===== src/rtl/lifo_multi.sv =====
// Bank of CH independent LIFO stacks sharing one push/pop port selected by ch_i.
// Reads are combinational from the top of the selected stack; overflow/underflow flags are sticky.
module lifo_multi #(
  parameter int DW    = 16,
  parameter int DEPTH = 16,
  parameter int CH    = 2,
  localparam int AW   = $clog2(DEPTH + 1),
  localparam int CW   = (CH > 1) ? $clog2(CH) : 1
) (
  input  logic          clk_a_i,
  input  logic          rst_ni,
  input  logic          clear_i,
  input  logic [CW-1:0] ch_i,
  input  logic          push_i,
  input  logic          pop_i,
  input  logic [DW-1:0] data_i,
  output logic [DW-1:0] data_o,
  output logic [AW-1:0] level_o,
  output logic [CH-1:0] empty_o,
  output logic [CH-1:0] full_o,
  output logic [CH-1:0] ovf_o,
  output logic [CH-1:0] unf_o
);

  localparam int IW = (DEPTH > 1) ? $clog2(DEPTH) : 1;

  logic [DW-1:0] mem [CH][DEPTH];
  logic [AW-1:0] ptr_q [CH];
  logic [IW-1:0] top_idx [CH];
  logic [CH-1:0] sel;

  // A ch_i value with no matching channel leaves sel all-zero, so nothing moves.
  always_comb begin
    for (int c = 0; c < CH; c++) begin
      sel[c]     = (ch_i == CW'(c));
      empty_o[c] = (ptr_q[c] == '0);
      full_o[c]  = (ptr_q[c] == AW'(DEPTH));
      top_idx[c] = IW'(ptr_q[c] - AW'(1));
    end
  end

  always_comb begin
    data_o  = '0;
    level_o = '0;
    for (int c = 0; c < CH; c++) begin
      if (sel[c]) begin
        level_o = ptr_q[c];
        if (!empty_o[c]) data_o = mem[c][top_idx[c]];
      end
    end
  end

  // Push+pop on a non-empty stack replaces the top; on an empty stack it is a plain push.
  always_ff @(posedge clk_a_i or negedge rst_ni) begin
    if (!rst_ni) begin
      for (int c = 0; c < CH; c++) ptr_q[c] <= '0;
      ovf_o <= '0;
      unf_o <= '0;
    end else if (clear_i) begin
      for (int c = 0; c < CH; c++) ptr_q[c] <= '0;
      ovf_o <= '0;
      unf_o <= '0;
    end else begin
      for (int c = 0; c < CH; c++) begin
        if (sel[c]) begin
          if (push_i && pop_i && !empty_o[c]) begin
            ptr_q[c] <= ptr_q[c];
          end else if (push_i) begin
            if (full_o[c]) ovf_o[c] <= 1'b1;
            else           ptr_q[c] <= ptr_q[c] + AW'(1);
          end else if (pop_i) begin
            if (empty_o[c]) unf_o[c] <= 1'b1;
            else            ptr_q[c] <= ptr_q[c] - AW'(1);
          end
        end
      end
    end
  end

  // Storage is never reset: entries above the pointer are unreachable.
  always_ff @(posedge clk_a_i) begin
    if (!clear_i && push_i) begin
      for (int c = 0; c < CH; c++) begin
        if (sel[c]) begin
          if (pop_i && !empty_o[c]) mem[c][top_idx[c]] <= data_i;
          else if (!full_o[c])      mem[c][IW'(ptr_q[c])] <= data_i;
        end
      end
    end
  end

endmodule


===== config.mk =====
export PLATFORM = sky130hd
export DESIGN_NAME = lifo_multi
export DESIGN_NICKNAME = d
export VERILOG_FILES = /design/src/rtl/lifo_multi.sv
export SDC_FILE = /design/constraint.sdc
export NUM_CORES = 1
export LEC_CHECK = 0
export BUFFER_PORTS_ARGS = -buffer_cell sky130_fd_sc_hd__clkbuf_2
export CORE_MARGIN = 2
export CORE_UTILIZATION = 50
export CTS_BUF_LIST = sky130_fd_sc_hd__clkbuf_16
export DETAILED_ROUTE_END_ITERATION = 10
export PLACE_DENSITY_LB_ADDON = 0.1
export SYNTH_ARGS = -nofsm -noshare
export SYNTH_HDL_FRONTEND = slang
export SYNTH_SLANG_ARGS = --single-unit

===== constraint.sdc =====
create_clock -name clk_a_i -period 4.55 [get_ports clk_a_i]
set_clock_uncertainty 0.1 [all_clocks]
set_input_delay 0.2275 -clock clk_a_i [delete_from_list [all_inputs] [get_ports clk_a_i]]
set_output_delay 0.2275 -clock clk_a_i [all_outputs]
set_load 0.03 [all_outputs]

==> results of run 1 <==
## synthesized netlist by cell type (7+ instances only)
cell type	instances
edfxtp_1	512
mux4_2	125
nand2_1	69
mux2i_1	39
nor2_1	33
nand3_1	27
clkbuf_1	22
buf_2	19
a22o_1	16
a32o_1	14
dfrtp_1	14
ha_1	14
o22ai_1	13
a31o_1	11
o21ai_0	11
xnor2_1	11
buf_6	9
inv_1	8
a21oi_1	7
## final cells by class
cell class / count / area, um2 / share of cell area [%]
clock buffer: 53 / 1330 / 5.52
tap: 539 / 674 / 2.81
timing repair buffer: 103 / 682 / 2.84
clock inverter: 46 / 329 / 1.37
multi-input combinational: 459 / 5240 / 21.8
sequential: 526 / 15700 / 65.5
antenna: 1 / 2.50 / 0.0104
inverter: 8 / 30.0 / 0.125
## layer usage
layer	wire, um	vias to the layer above
met2	24800	374
met1	21400	5629
li1	-	4562
met3	3460	100
met4	1760	0
met5	0	-
## path summary, 6_finish.rpt
check / from / endpoint / slack (ns)
min in group clk_a_i: push_i / ovf_o[0]$_DFFE_PN0P_ / 0.12
max: ptr_q[5]$_DFFE_PN0P_ / data_o[3] / 0.24
min reg2reg: ovf_o[0]$_DFFE_PN0P_ / ovf_o[0]$_DFFE_PN0P_ / 0.44
min: rst_ni / ptr_q[7]$_DFFE_PN0P_ / 0.03
max reg2reg: ptr_q[5]$_DFFE_PN0P_ / mem[0][184]$_DFFE_PP_ / 0.90
max in group asynchronous: rst_ni / ptr_q[0]$_DFFE_PN0P_ / 3.94
## power by group through the flow
stage               clock network (mW)  registers, mW  logic, mW
finish                            4.17           5.46       2.68
global route                      4.43           5.47       2.86
CTS                               4.25           5.46       2.71
detailed placement                   0           5.56       2.70
global placement                     0           5.56       2.70
floorplan                            0           5.51       1.87
## cells by family (layout without fill, tap and decap cells)
kind of cell / after synthesis / after routing / synth area share, %
mux: 173 / 173 / 15.7
other cells: 0 / 1 / 0
fa+ha+maj: 14 / 14 / 0.822
flops: 526 / 526 / 73.8
simple gates: 165 / 165 / 3.76
buf+inv: 70 / 210 / 1.75
compound gates: 89 / 89 / 3.25
xor+xnor: 18 / 18 / 0.933
## state kept, by name, summed over array words and instances (netlist names)
register  flops
mem         512
ptr_q        10
ovf_o         2
unf_o         2
## critical path: stages (launching register included)
cell	delay (ns)
dfrtp_4	0.60
inv_1	0.28
ha_1	0.59
xor2_4	0.20
buf_12	0.30
mux4_2	0.55
nand2_1	0.09
nand3_1	0.24
a31o_1	0.32
clkbuf_2	0.19
## per-stage QoR
step	setup WS (ns)	power, mW
2_1_floorplan	0.644	7.38
3_3_place_gp	0.763	8.26
4_1_cts	0.0555	12.4
3_5_place_dp	0.711	8.26
6_report	0.244	12.3
5_1_grt	0.100	12.8
## timing repair
action	in CTS	in global routing
endpoints found under the hold margin	27	0
gates resized for setup	0	1
endpoints found under the setup margin	0	2
hold buffers	2	0
==> metrics.yaml, run 1 <==
p_comb_share_pct: 21.8
top_usage_layer: "met2"
critPathKind: "flip-flop to primary output"
synth_area_um2: 21300
final_area_um2: 24000
nets: 1187
yosysWarnings: 0
cp-start-kind: "flip-flop"
syn-num-nets: 1091
postLayoutCoreUtil_pct: 57.1
io_buffers: 50
seq_power_share_pct: 44.4
grt_start_max_net_pins: 54
yosysUniqueCellTypes: 55
layout.cells.non_filler: 1735
start_util_pct: 50.7
status: "finished clean"
firstDrtPassIters: 5
total_leakage_power_nw: 7.98
relSlewSlack_pct: 27.6
fillerInstances: 3180
placed_area_um2: 22300
cp_max_fo: 42
rr_worst_depth: 7
dp_hpwl_um: 31400
grt_pass1_vias: 11000
place_congestion: 0.801
finalWorstPathRequiredPeriod_ns: 4.31
rows: 75
switchingPower_mw: 3.52
setup_viol: 0
cts_tree: "yes"
area_growth_pct: 12.7
tns_ns: 0
overflow: 0
synth_flop_cell: "edfxtp_1"
vias: 10700
final_common_cell: "edfxtp_1"
die_h_um: 210
drtIter0Drc: 1043
switching_share_pct: 28.6
cp-end-kind: "primary output"
yosysTopAreaCell: "edfxtp_1"
ctsRootBufferMaster: "clkbuf_16"
syn_inst: 1055
synthArstFlopShare_pct: 2.66
dp_cells: 1633
met3_usage_pct: 4.69
grt_usage_pct: 24.0
wl_um: 51400
drc: 0
cts_buffers: 53
worstMarginPinSlew_ns: 1.09
avgSynthCellArea_um2: 20.2
hold_viol: 0
p_clk_share_pct: 33.9
slew_violations: 0
min_path_type: "input pin to asynchronous set/reset pin"
cts_setup_buffers: 0
synth_edf_count: 512
io-pin-count: 51
gr-usage-met1_pct: 33.2
core_area_um2: 42000
h-tree-depth: 2
synth_top_cell_area_share_pct: 72.1
synth_area_leaders: "edfxtp_1 (72%), mux4_2 (13%), mux2i_1 (1.8%)"
clock.fmax_mhz: 232
synth_seq_area_share_pct: 73.8
period_share_pct: 94.6
mostFrequentLayoutCells: "edfxtp_1 (512), mux4_2 (125), nand2_1 (69)"
ant_nets: 0
cp.arrival_ns: 3.98
rsz0062_at_grt: "no"
antenna_found_initial: 2
clock_latency_ns: 0.60
dieArea_um2: 44300
path_clk_slew_ns: 0.06
ys_ff_latch: 526
cts.path.max_buffers: 3
vias_per_cell: 6.15
drive_gt1_share_pct: 27.3
vdd_drop_max_v: 0.000380
grtUsageMet2_pct: 38.8
intPower_mw: 8.79
wl_per_cell_um: 29.6
required_ns: 4.22
cap_violations: 0
die_w_um: 210
holdWs_ns: 0.0300
grt_pass1_wl_um: 75300
p_per_area_nw_per_um2: 512
cts_sinks: 526
No activity file was read; power rests on OpenSTA's default activity.
==> run 2: changes to the inputs <==
==> constraint.sdc (replaced) <==
create_clock -name clk_a_i -period 4.55 [get_ports clk_a_i]
set_clock_uncertainty 0.1 [all_clocks]
set_input_delay 0.91 -clock clk_a_i [delete_from_list [all_inputs] [get_ports clk_a_i]]
set_output_delay 0.91 -clock clk_a_i [all_outputs]
set_load 0.03 [all_outputs]
==> run 2 against run 1 <==
Effect of this change: via count increased by 0.19%; global-route usage decreased by 0.15 points; worst hold slack improved by 0.16 ns; wire length increased by 0.35%.
==> metrics.yaml, run 2 (synthesis gave the netlist of run 1 again) <==
dieArea_um2: 44300
setup_ws_ns: 0.0463
switchingPower_mw: 3.59
grt_pass1_vias: 10700
ctsRootBufferMaster: "clkbuf_16"
grt_start_max_net_pins: 56
antenna_found_initial: 0
worstMarginPinSlew_ns: 0.863
rsz0062_at_grt: "yes"
status: "finished clean"
nets: 1196
area_growth_pct: 13.1
rows: 75
grt_usage_pct: 23.9
cts_sinks: 526
io-pin-count: 51
vias_per_cell: 6.13
cp_max_fo: 15
total_leakage_power_nw: 8.01
cts_setup_buffers: 0
cts_buffers: 53
cts.path.max_buffers: 3
relSlewSlack_pct: 42.5
drtIter0Drc: 985
wl_per_cell_um: 29.6
drive_gt1_share_pct: 28.0
p_clk_share_pct: 33.1
cap_violations: 0
hold_viol: 0
holdBufCountCts: 0
start_util_pct: 50.7
p_comb_share_pct: 23.2
cts_tree: "yes"
firstDrtPassIters: 6
wl_um: 51600
critPathKind: "flip-flop to primary output"
finalWorstPathRequiredPeriod_ns: 4.50
dp_cells: 1644
largest_reg_flops: 512
grt_pass1_wl_um: 74600
layout.cells.non_filler: 1742
overflow: 0
antenna_cells: 0
cp-start-kind: "flip-flop"
io_buffers: 50
ant_nets: 0
die_w_um: 210
final_common_cell: "edfxtp_1"
required_ns: 3.54
place_congestion: 0.891
switching_share_pct: 28.9
seq_power_share_pct: 43.8
vdd_drop_max_v: 0.000348
vias: 10700
core_area_um2: 42000
period_share_pct: 99.0
path_clk_slew_ns: 0.06
dp_slack_ns: 0.701
setup_viol: 0
final_area_um2: 24100
placed_area_um2: 22500
die_h_um: 210
p_per_area_nw_per_um2: 515
p_total_mw: 12.4
mostFrequentLayoutCells: "edfxtp_1 (512), mux4_2 (125), nand2_1 (69)"
cp.arrival_ns: 3.49
min_path_type: "input pin to asynchronous set/reset pin"
cp-end-kind: "primary output"
clock.fmax_mhz: 222
drc: 0
intPower_mw: 8.82
slew_violations: 0
h-tree-depth: 2
clock_latency_ns: 0.59
dp_hpwl_um: 30800
tns_ns: 0
run 2: cell types whose count changed in the layout (fill, tap and decap cells not counted), sizes merged:
cell         previous run  this run
buf                    51        62
inv                    27        23
clkinv                 21        24
clkbuf                103       105
dlygate4sd3             2         0
bufinv                  4         3
clkinvlp                2         1
diode                   1         0
run 2: what timing repair did:
action / in CTS / in global routing
endpoints found under the hold margin: 0 / 0
setup endpoints to repair: 0 / 4
gates resized for setup: 0 / 5
run 2: layout make-up:
type / count / area (um2)
clock buffer: 55 / 1380
clock inverter: 43 / 259
fill: 3182 / 17900
inverter: 8 / 30.0
multi-input combinational: 459 / 5260
sequential: 526 / 15700
tap: 539 / 674
timing repair buffer: 112 / 778
run 2: critical path, stage by stage, from the launching register on:
cell and delay, ns:
dfrtp_4 0.49, inv_1 0.14, ha_1 0.28, xor2_4 0.39
buf_4 0.37, mux2i_1 0.55, o22ai_1 0.17, a31o_1 0.28
clkbuf_2 0.21
run 2: worst paths after layout:
kind / from / endpoint / slack (ns) / cells after the start
setup / recovery: ptr_q[0]$_DFFE_PN0P_ / data_o[8] / 0.05 / 8
hold / removal: rst_ni / ptr_q[3]$_DFFE_PN0P_ / 0.19 / 1
setup reg to reg: ptr_q[5]$_DFFE_PN0P_ / mem[0][243]$_DFFE_PP_ / 0.99 / 10
hold reg to reg: unf_o[1]$_DFFE_PN0P_ / unf_o[1]$_DFFE_PN0P_ / 0.41 / 2
max in group asynchronous: rst_ni / ptr_q[5]$_DFFE_PN0P_ / 3.75 / 1
min in group clk_a_i: unf_o[1]$_DFFE_PN0P_ / unf_o[1]$_DFFE_PN0P_ / 0.41 / 2
run 2: per-layer routing:
metal | wire [um] | vias up | GRT usage (%) | part of all wire, %
met2 | 24600 | 352 | 38.0 | 48
met1 | 22500 | 5673 | 34.6 | 44
li1 | - | 4581 | - | -
met3 | 3160 | 79 | 4.07 | 6.1
met4 | 1320 | 0 | 6.85 | 2.6
met5 | 0 | - | 0 | 0
run 2: power by group through the flow:
stage,clock [mW],combinational (mW),sequential [mW]
2_1_floorplan,0,1.87,5.51
3_3_place_gp,0,2.87,5.53
3_5_place_dp,0,2.87,5.53
4_1_cts,4.19,2.88,5.43
5_1_grt,4.38,3.02,5.44
6_report,4.10,2.88,5.43
run 2: metrics by stage:
stage / utilization (%) / hold WS, ns
after floorplan: - / 0.508
after global placement: 53.4 / 0.377
after detailed placement: 53.4 / 0.399
after CTS: 57.3 / 0.171
after global routing: 57.4 / 0.187
final: 57.4 / 0.194
